`config.mk`:
```
export PLATFORM = sky130hd
export DESIGN_NAME = psum_accumulator_flat
export DESIGN_NICKNAME = d
export VERILOG_FILES = /design/src/rtl/psum_accumulator_if.sv /design/src/rtl/psum_accumulator.sv /design/src/flat_wrapper.sv
export SDC_FILE = /design/constraint.sdc
export NUM_CORES = 1
export LEC_CHECK = 0
export CAP_MARGIN = 20
export CORE_ASPECT_RATIO = 0.5
export CORE_MARGIN = 4
export CORE_UTILIZATION = 40
export CTS_CLUSTER_DIAMETER = 30
export DETAILED_ROUTE_END_ITERATION = 7
export PLACE_DENSITY = 0.64
export REMOVE_ABC_BUFFERS = 1
export SYNTH_ARGS = -nofsm -noshare
export SYNTH_HDL_FRONTEND = slang
export SYNTH_SLANG_ARGS = --single-unit
```
`constraint.sdc`:
```
create_clock -name clk -period 3.9 [get_ports clk]
set_input_delay 0.78 -clock clk [delete_from_list [all_inputs] [get_ports clk]]
set_output_delay 0.78 -clock clk [all_outputs]
set_load 0.1 [all_outputs]
```
`src/rtl/psum_accumulator_if.sv`:
```
// rtl/psum_accumulator_if.sv - handshake bundle between adder array, accumulator and write-back
interface psum_accumulator_if #(
    parameter int DATA_WIDTH = 32,
    parameter int NUM        = 4,
    parameter int K_WIDTH    = 16
);
    logic [K_WIDTH-1:0]                k_len_in;
    logic                              in_valid;
    logic                              in_ready;
    logic [NUM-1:0][DATA_WIDTH-1:0]    data_in;
    logic                              out_valid;
    logic                              out_ready;
    logic [NUM-1:0][DATA_WIDTH-1:0]    data_out;

    modport slave (
        input  k_len_in,
        input  in_valid,
        input  data_in,
        input  out_ready,
        output in_ready,
        output out_valid,
        output data_out
    );

    modport master (
        output k_len_in,
        output in_valid,
        output data_in,
        output out_ready,
        input  in_ready,
        input  out_valid,
        input  data_out
    );
endinterface

```
`src/rtl/psum_accumulator.sv`:
```
// rtl/psum_accumulator.sv - element-wise accumulation of partial-sum vectors over K-beat tiles
module psum_accumulator #(
    parameter int DATA_WIDTH = 32,
    parameter int NUM        = 4,
    parameter int K_WIDTH    = 16
) (
    input  logic               clk,
    input  logic               rst,
    psum_accumulator_if.slave  bus
);
    typedef enum logic [1:0] {
        IDLE = 2'd0,
        ACC  = 2'd1,
        HOLD = 2'd2
    } state_t;

    localparam logic [K_WIDTH-1:0] K_ONE = K_WIDTH'(1);

    state_t                          state_q;
    logic [NUM-1:0][DATA_WIDTH-1:0]  acc_q;
    logic [K_WIDTH-1:0]              cnt_q;
    logic [K_WIDTH-1:0]              klen_q;
    logic                            out_valid_q;

    logic                            accept;
    logic [K_WIDTH-1:0]              klen_d;
    logic [K_WIDTH-1:0]              cnt_d;

    // A new tile can start in the same cycle the held result drains.
    assign bus.in_ready  = !rst && ((state_q == HOLD) ? bus.out_ready : 1'b1);
    assign bus.out_valid = out_valid_q;
    assign bus.data_out  = acc_q;

    assign accept = bus.in_valid && bus.in_ready;
    assign klen_d = (bus.k_len_in == '0) ? K_ONE : bus.k_len_in;
    assign cnt_d  = cnt_q + K_ONE;

    always_ff @(posedge clk) begin
        if (rst) begin
            state_q     <= IDLE;
            acc_q       <= '0;
            cnt_q       <= '0;
            klen_q      <= '0;
            out_valid_q <= 1'b0;
        end else begin
            case (state_q)
                IDLE: begin
                    if (accept) begin
                        acc_q       <= bus.data_in;
                        klen_q      <= klen_d;
                        cnt_q       <= K_ONE;
                        state_q     <= (klen_d == K_ONE) ? HOLD : ACC;
                        out_valid_q <= (klen_d == K_ONE);
                    end
                end
                ACC: begin
                    if (accept) begin
                        for (int i = 0; i < NUM; i++) begin
                            acc_q[i] <= acc_q[i] + bus.data_in[i];
                        end
                        cnt_q <= cnt_d;
                        if (cnt_d == klen_q) begin
                            state_q     <= HOLD;
                            out_valid_q <= 1'b1;
                        end
                    end
                end
                HOLD: begin
                    if (bus.out_ready) begin
                        if (bus.in_valid) begin
                            acc_q       <= bus.data_in;
                            klen_q      <= klen_d;
                            cnt_q       <= K_ONE;
                            state_q     <= (klen_d == K_ONE) ? HOLD : ACC;
                            out_valid_q <= (klen_d == K_ONE);
                        end else begin
                            state_q     <= IDLE;
                            out_valid_q <= 1'b0;
                        end
                    end
                end
                default: begin
                    state_q     <= IDLE;
                    out_valid_q <= 1'b0;
                end
            endcase
        end
    end
endmodule

```
`src/flat_wrapper.sv`:
```
// flat-port wrapper written by rule: the top's interface ports become plain ports
module psum_accumulator_flat 
#(
    parameter int DATA_WIDTH = 32,
    parameter int NUM        = 4,
    parameter int K_WIDTH    = 16
)
  (clk, rst, bus_k_len_in, bus_in_valid, bus_data_in, bus_out_ready, bus_in_ready, bus_out_valid, bus_data_out);
  psum_accumulator_if #(.DATA_WIDTH(DATA_WIDTH), .NUM(NUM), .K_WIDTH(K_WIDTH)) bus_i ();
  input  logic clk;
  input  logic rst;
  input wire logic [$bits(bus_i.k_len_in)-1:0] bus_k_len_in;
  input wire logic [$bits(bus_i.in_valid)-1:0] bus_in_valid;
  input wire logic [$bits(bus_i.data_in)-1:0] bus_data_in;
  input wire logic [$bits(bus_i.out_ready)-1:0] bus_out_ready;
  output wire logic [$bits(bus_i.in_ready)-1:0] bus_in_ready;
  output wire logic [$bits(bus_i.out_valid)-1:0] bus_out_valid;
  output wire logic [$bits(bus_i.data_out)-1:0] bus_data_out;
  assign bus_i.k_len_in = bus_k_len_in;
  assign bus_i.in_valid = bus_in_valid;
  assign bus_i.data_in = bus_data_in;
  assign bus_i.out_ready = bus_out_ready;
  assign bus_in_ready = bus_i.in_ready;
  assign bus_out_valid = bus_i.out_valid;
  assign bus_data_out = bus_i.data_out;
  psum_accumulator #(.DATA_WIDTH(DATA_WIDTH), .NUM(NUM), .K_WIDTH(K_WIDTH)) u_core (.clk(clk), .rst(rst), .bus(bus_i));
endmodule
```
# Word level (Yosys, flattened, before mapping)
# Cells that the tools add are included.
# W data, S select, Z words.
[classes]
addsub = 5
reduce_logical = 10
muxes = 29
eq_ne = 9
[op_table]
columns = ["cell", "n"]
rows = [
  ["$mux W128", 4],
  ["$pmux W128 S3", 1],
  ["$add A32 B32 Y32", 4],
  ["$mux W16", 8],
  ["$pmux W16 S3", 1],
  ["$pmux W16 S2", 1],
  ["$add A16 B1 Y16 const B", 1],
  ["$eq A16 B1 Y1 const B", 1],
  ["$eq A16 B16 Y1", 1],
  ["$logic_not A16 Y1", 1],
  ["$mux W2", 6],
  ["$reduce_and A4 Y1", 2],
  ["$mux W1", 6],
  ["$ne A2 B1 Y1 const B", 3],
  ["$pmux W2 S3", 1],
  ["$reduce_and A5 Y1", 1],
  ["$ne A2 B2 Y1 const B", 2],
  ["$pmux W1 S3", 1],
  ["$reduce_bool A3 Y1", 1],
  ["$eq A2 B1 Y1 const B", 1],
  ["$eq A2 B2 Y1 const B", 1],
  ["$logic_and A1 B1 Y1", 2],
  ["$logic_not A2 Y1", 1],
  ["$reduce_bool A2 Y1", 1],
  ["$logic_not A1 Y1", 1],
]
[word_totals]
output_inout_bits = 130
elab_cells = 61
regBits = 163
inputBits = 148

# Longest topological paths before layout
[logic_depth]
depth_word = 7
mapped_depth = 13
mapped_depth_nobuf = 13

# Worst setup path before layout
# No wires, ideal clock.
[synth_path]
kind = "input-to-reg"
startpoint = "input rst"
endpoint = "register u_core.acc_q, in the netlist u_core.bus.data_out[92]"
setup_time_ns = 0.095
path_slack_ns = 0.093
t_required_ns = 3.805
stages = 7
t_arrival_ns = 3.711
path_cell_list = "buf_2 a21oi_1 nand2_1 nor2_1 clkbuf_1 a21oi_1 a221oi_1"
[synth_via]
elab_chain_cells = 5
elab_cells_between_ends = 6
classes_between = "2 x eq/ne; 4 x reduce/logical"
[synth_rtl]
columns = ["element", "line_no", "rtl"]
rows = [
  ["start: declaration", "flat_wrapper.sv:11", "input logic rst;"],
  ["$logic_not A1 Y1 *", "psum_accumulator.sv:30", "assign bus.in_ready = !rst && ((state_q == HOLD) ? bus.out_ready : 1'b1);"],
  ["$logic_and A1 B1 Y1 *", "psum_accumulator.sv:30", ""],
  ["via bus_in_ready", "flat_wrapper.sv:16", "output wire logic [$bits(bus_i.in_ready)-1:0] bus_in_ready;"],
  ["$logic_and A1 B1 Y1 *", "psum_accumulator.sv:34", "assign accept = bus.in_valid && bus.in_ready;"],
  ["$ne A2 B1 Y1 (no line)", "n/a", ""],
  ["$reduce_and A5 Y1 (no line) *", "n/a", ""],
  ["end signal: assignment", "psum_accumulator.sv:49", "acc_q <= bus.data_in;"],
  ["end signal: indexed assignment", "psum_accumulator.sv:59", "acc_q[i] <= acc_q[i] + bus.data_in[i];"],
  ["end signal: assignment", "psum_accumulator.sv:71", "acc_q <= bus.data_in;"],
  ["end: declaration", "psum_accumulator.sv:20", "logic [NUM-1:0][DATA_WIDTH-1:0] acc_q;"],
]
# Mark *: on every way through the listed nets, which the timed path passes. The rest lies on a longest branch.
# A chain may end at the register's enable or synchronous reset.

# Final worst setup path
[layout_path]
startpoint = "input bus_data_in[32]"
endpoint = "register u_core.acc_q, in the netlist u_core.bus.data_out[60]"
[layout_via]
elab_chain_cells = 3
[layout_rtl]
columns = ["element", "line_no", "rtl"]
rows = [
  ["start: declaration", "flat_wrapper.sv:14", "input wire logic [$bits(bus_i.data_in)-1:0] bus_data_in;"],
  ["$add A32 B32 Y32", "psum_accumulator.sv:59", ""],
  ["$mux W128", "psum_accumulator.sv:57", "if (accept) begin"],
  ["$pmux W128 S3", "psum_accumulator.sv:46", "case (state_q)"],
]
# No other way between the ends. The select of a mux whose other input is x is not followed.

==> impl_metrics.toml <==
[worst_hold_path]
min_from = "u_core.bus.data_out[16]$_SDFFE_PP0P_"
min_to = "u_core.bus.data_out[16]$_SDFFE_PP0P_"
holdPathStages = 2
hold_class = "flop to flop"

[worst_setup_path]
startpoint_type = "input pin"
crit_required_ns = 4.26
cp-end-kind = "flop"
rr_startpoint = "u_core.bus.data_out[32]$_SDFFE_PP0P_"
path_cells = "clkdlybuf4s50_1 > ha_1 > fa_1 > a211oi_1 > buf_4 > o21ai_1 > a31o_2 > a31oi_1 > o31a_1 > o21ai_0 > and3_1 > a311oi_1 > xor2_1 > a311oi_1"
path_max_fanout = 3
reg2regPathDepth = 13
slowest_delay_ns = 0.42
reg2reg_slack_ns = 0.73
r2r-end = "u_core.bus.data_out[60]$_SDFFE_PP0P_"
critPathSlowestCell = "clkdlybuf4s50_1"
cpMostUsedCell = "a311oi_1"
cp.arrival_ns = 3.96
critPathKind = "input pin to flop"

[clock_tree]
numCtsBuffers = 17
cts.sinks = 162
post_cts_buffers = 0
htree_num_levels = 4
cts-root-buf = "clkbuf_16"
ctsLongestPathBuffers = 2
cts_tree = "yes"
ctsHoldBuffers = 0
clk_pin_slew_worst_paths_ns = 0.08
insertion_delay_ns = 0.45
cts_resized = 0

[finish]
syn2layout_area_growth_pct = 31.0
final_nets = 2391
fin_area_um2 = 17700
final_common_cell = "a21oi_1"
layout_common_cells = "a21oi_1 (324), clkdlybuf4s50_1 (275), nand2_1 (221)"
final_layout_size_suffix_gt1_frac = 0.0668

[timing]
worstMarginPinSlew_ns = 1.08
rsz0062_at_grt = "false"
hold_viol_final = 0
worst_slack_ns = 0.308
skew_ns = 0.0120
setup_violations = 0
maxSlewViolCount = 0
fin_crit_sh = 0.921
timing.fmax_mhz = 278
slew_headroom = 0.277
fin_crit_ns = 3.59

[place]
dpl_cell_area_um2 = 17100
preCtsSetupSlack_ns = -0.171
gp_congestion = 0.880
io_buffers = 277
dpl.hpwl_um = 32100

[pwr]
sequentialPowerShare = 0.296
vdd_drop_max_v = 0.000304
swShare = 0.413
switchingPower_uw = 2610
power.internal_uw = 3700
clkPwrFrac = 0.281
pwr-share-comb = 0.423
power_per_cell_area_nw_per_um2 = 356
power_leakage_uw = 0.00751

[synthesis]
yosys_warnings = 0
synth.distinct_cells = 76
syn_inst = 1841
synthDominantCellAreaShare = 0.239
muxShareOfSynthArea = 0.0200
synth_fa_ha_area_frac = 0.121
ys_seq_elements = 162
ys_top_cells_by_area = "dfxtp_1 (24%), a21oi_1 (12%), ha_1 (12%), nand2_1 (6.1%), nor2_1 (5.3%)"
ys_seq_area_frac = 0.239
synth_compound_area_frac = 0.318
synth_area_um2 = 13500
synth_edf_count = 0
synth_xor_area_frac = 0.0795
ys.flop_type = "dfxtp_1"
synthArstFlopShare = 0
synth_top_cell_by_area = "dfxtp_1"
avgSynthCellArea_um2 = 7.36
synth_top_family_by_area = "compound AO/OA/AOI/OAI gates"
synthSimpleGateAreaFrac = 0.186

[status]
status = "complete, no violations"

[global_routing]
grt_usage = 0.235
grt_pass1_vias = 13861
antenna_found_initial = 5
gr-total-overflow = 0
grt_pass1_wl_um = 72100
grt_max_degree = 92

[job]
maxCapViolations = 0

[floorplanning]
dieArea_um2 = 37000
fp.dieH_um = 138
rows = 47
core_um2 = 33200
die_w_um = 268
start_util = 0.408
io_pins = 278

[drt]
drtPass1Iterations = 5
vias = 14341
top_layer_used = "met4"
route.met2.wl_um = 21800
wl_per_cell_um = 17.3
vias_per_cell = 5.57
ant_nets = 0
wl_um = 44500
drtIter0Drc = 878
wl_met1_um = 20000
drc = 0
met3_length_um = 1590
## power by group through the flow
stage / Clock (µW) / Combinational, µW / Sequential (µW)
detailed placement: 0 / 2650 / 1900
floorplan: 0 / 1180 / 2580
CTS: 1810 / 2670 / 1870
global route: 1890 / 2890 / 1880
finish: 1780 / 2670 / 1870
global placement: 0 / 2640 / 1900
## logic make-up (layout without fill, tap and decap cells)
| group | after synthesis | in the layout |
|---|---|---|
| buf+inv | 121 | 407 |
| mux | 27 | 27 |
| simple gates | 572 | 572 |
| other cells | 0 | 5 |
| fa+ha+maj | 129 | 129 |
| compound gates | 707 | 707 |
| xor+xnor | 123 | 123 |
| flops | 162 | 162 |
## critical path, delay by kind of cell
kind	cells	cell delay (ns)
compound gates	8	1.66
fa+ha+maj	2	0.62
buf+inv	2	0.57
simple gates	1	0.23
xor+xnor	1	0.10
## metrics by stage
| step | hold slack [ns] | power [µW] | std cells | utilization | setup TNS [ns] |
|---|---|---|---|---|---|
| 2_1_floorplan | 0.481 | 3760 | 1743 | - | -265.62 |
| 3_3_place_gp | 0.461 | 4540 | 2536 | 0.516 | -0.270 |
| 3_5_place_dp | 0.470 | 4550 | 2536 | 0.516 | -0.386 |
| 4_1_cts | 0.481 | 6340 | 2568 | 0.534 | 0 |
| 5_1_grt | 0.493 | 6650 | 2573 | 0.534 | 0 |
| 6_report | 0.477 | 6310 | 2573 | 0.534 | 0 |
## synth_stat cells, drive strengths merged, types with 9 or more instances
master	n
clkbuf	84
nand2b	16
nand3	28
o211ai	10
nor2	192
and3	18
xor2	54
o21ai	128
a311oi	27
nor2b	16
xnor2	69
inv	23
a211oi	27
buf	14
dfxtp	162
a31oi	24
nor3	23
nor4	10
nand4	11
ha	125
or3	9
nand2	221
mux2i	26
a21oi	324
o21a	18
a21o	65
## how the worst max path moves through the flow
stage / startpoint / to / slack, ns / cells after the start
2_1_floorplan: u_core.bus.out_valid$_SDFFE_PP0P_ / u_core.cnt_q[3]$_SDFFE_PP0P_ / -2.55 / 4
3_3_place_gp: bus_data_in[32] / u_core.bus.data_out[60]$_SDFFE_PP0P_ / -0.16 / 14
3_5_place_dp: bus_data_in[32] / u_core.bus.data_out[60]$_SDFFE_PP0P_ / -0.17 / 14
4_1_cts: bus_data_in[32] / u_core.bus.data_out[60]$_SDFFE_PP0P_ / 0.31 / 14
5_1_grt: bus_data_in[32] / u_core.bus.data_out[60]$_SDFFE_PP0P_ / 0.07 / 14
6_report: bus_data_in[32] / u_core.bus.data_out[60]$_SDFFE_PP0P_ / 0.31 / 14
## cell type report
| class | instances | area (µm²) |
|---|---|---|
| Fill cell | 3191 | 15500 |
| Clock inverter | 11 | 128 |
| Inverter | 23 | 86.3 |
| Antenna cell | 5 | 12.5 |
| Timing Repair Buffer | 352 | 3380 |
| Clock buffer | 21 | 460 |
| Multi-Input combinational cell | 1558 | 9870 |
| Sequential cell | 162 | 3240 |
| Tap cell | 441 | 552 |
## sequential cells by signal, indices dropped and copies added (netlist names)
name	flops
u_core.cnt_q	16
u_core.bus.out_valid	1
u_core.bus.data_out	128
u_core.state_q	1
u_core.klen_q	16
## layer usage
layer | vias up | track usage
met5 | - | 0
met4 | 0 | 0.0804
met3 | 58 | 0.0339
met2 | 291 | 0.411
met1 | 6712 | 0.297
li1 | 7280 | -
Note: power is estimated with default switching activity, not from simulation.
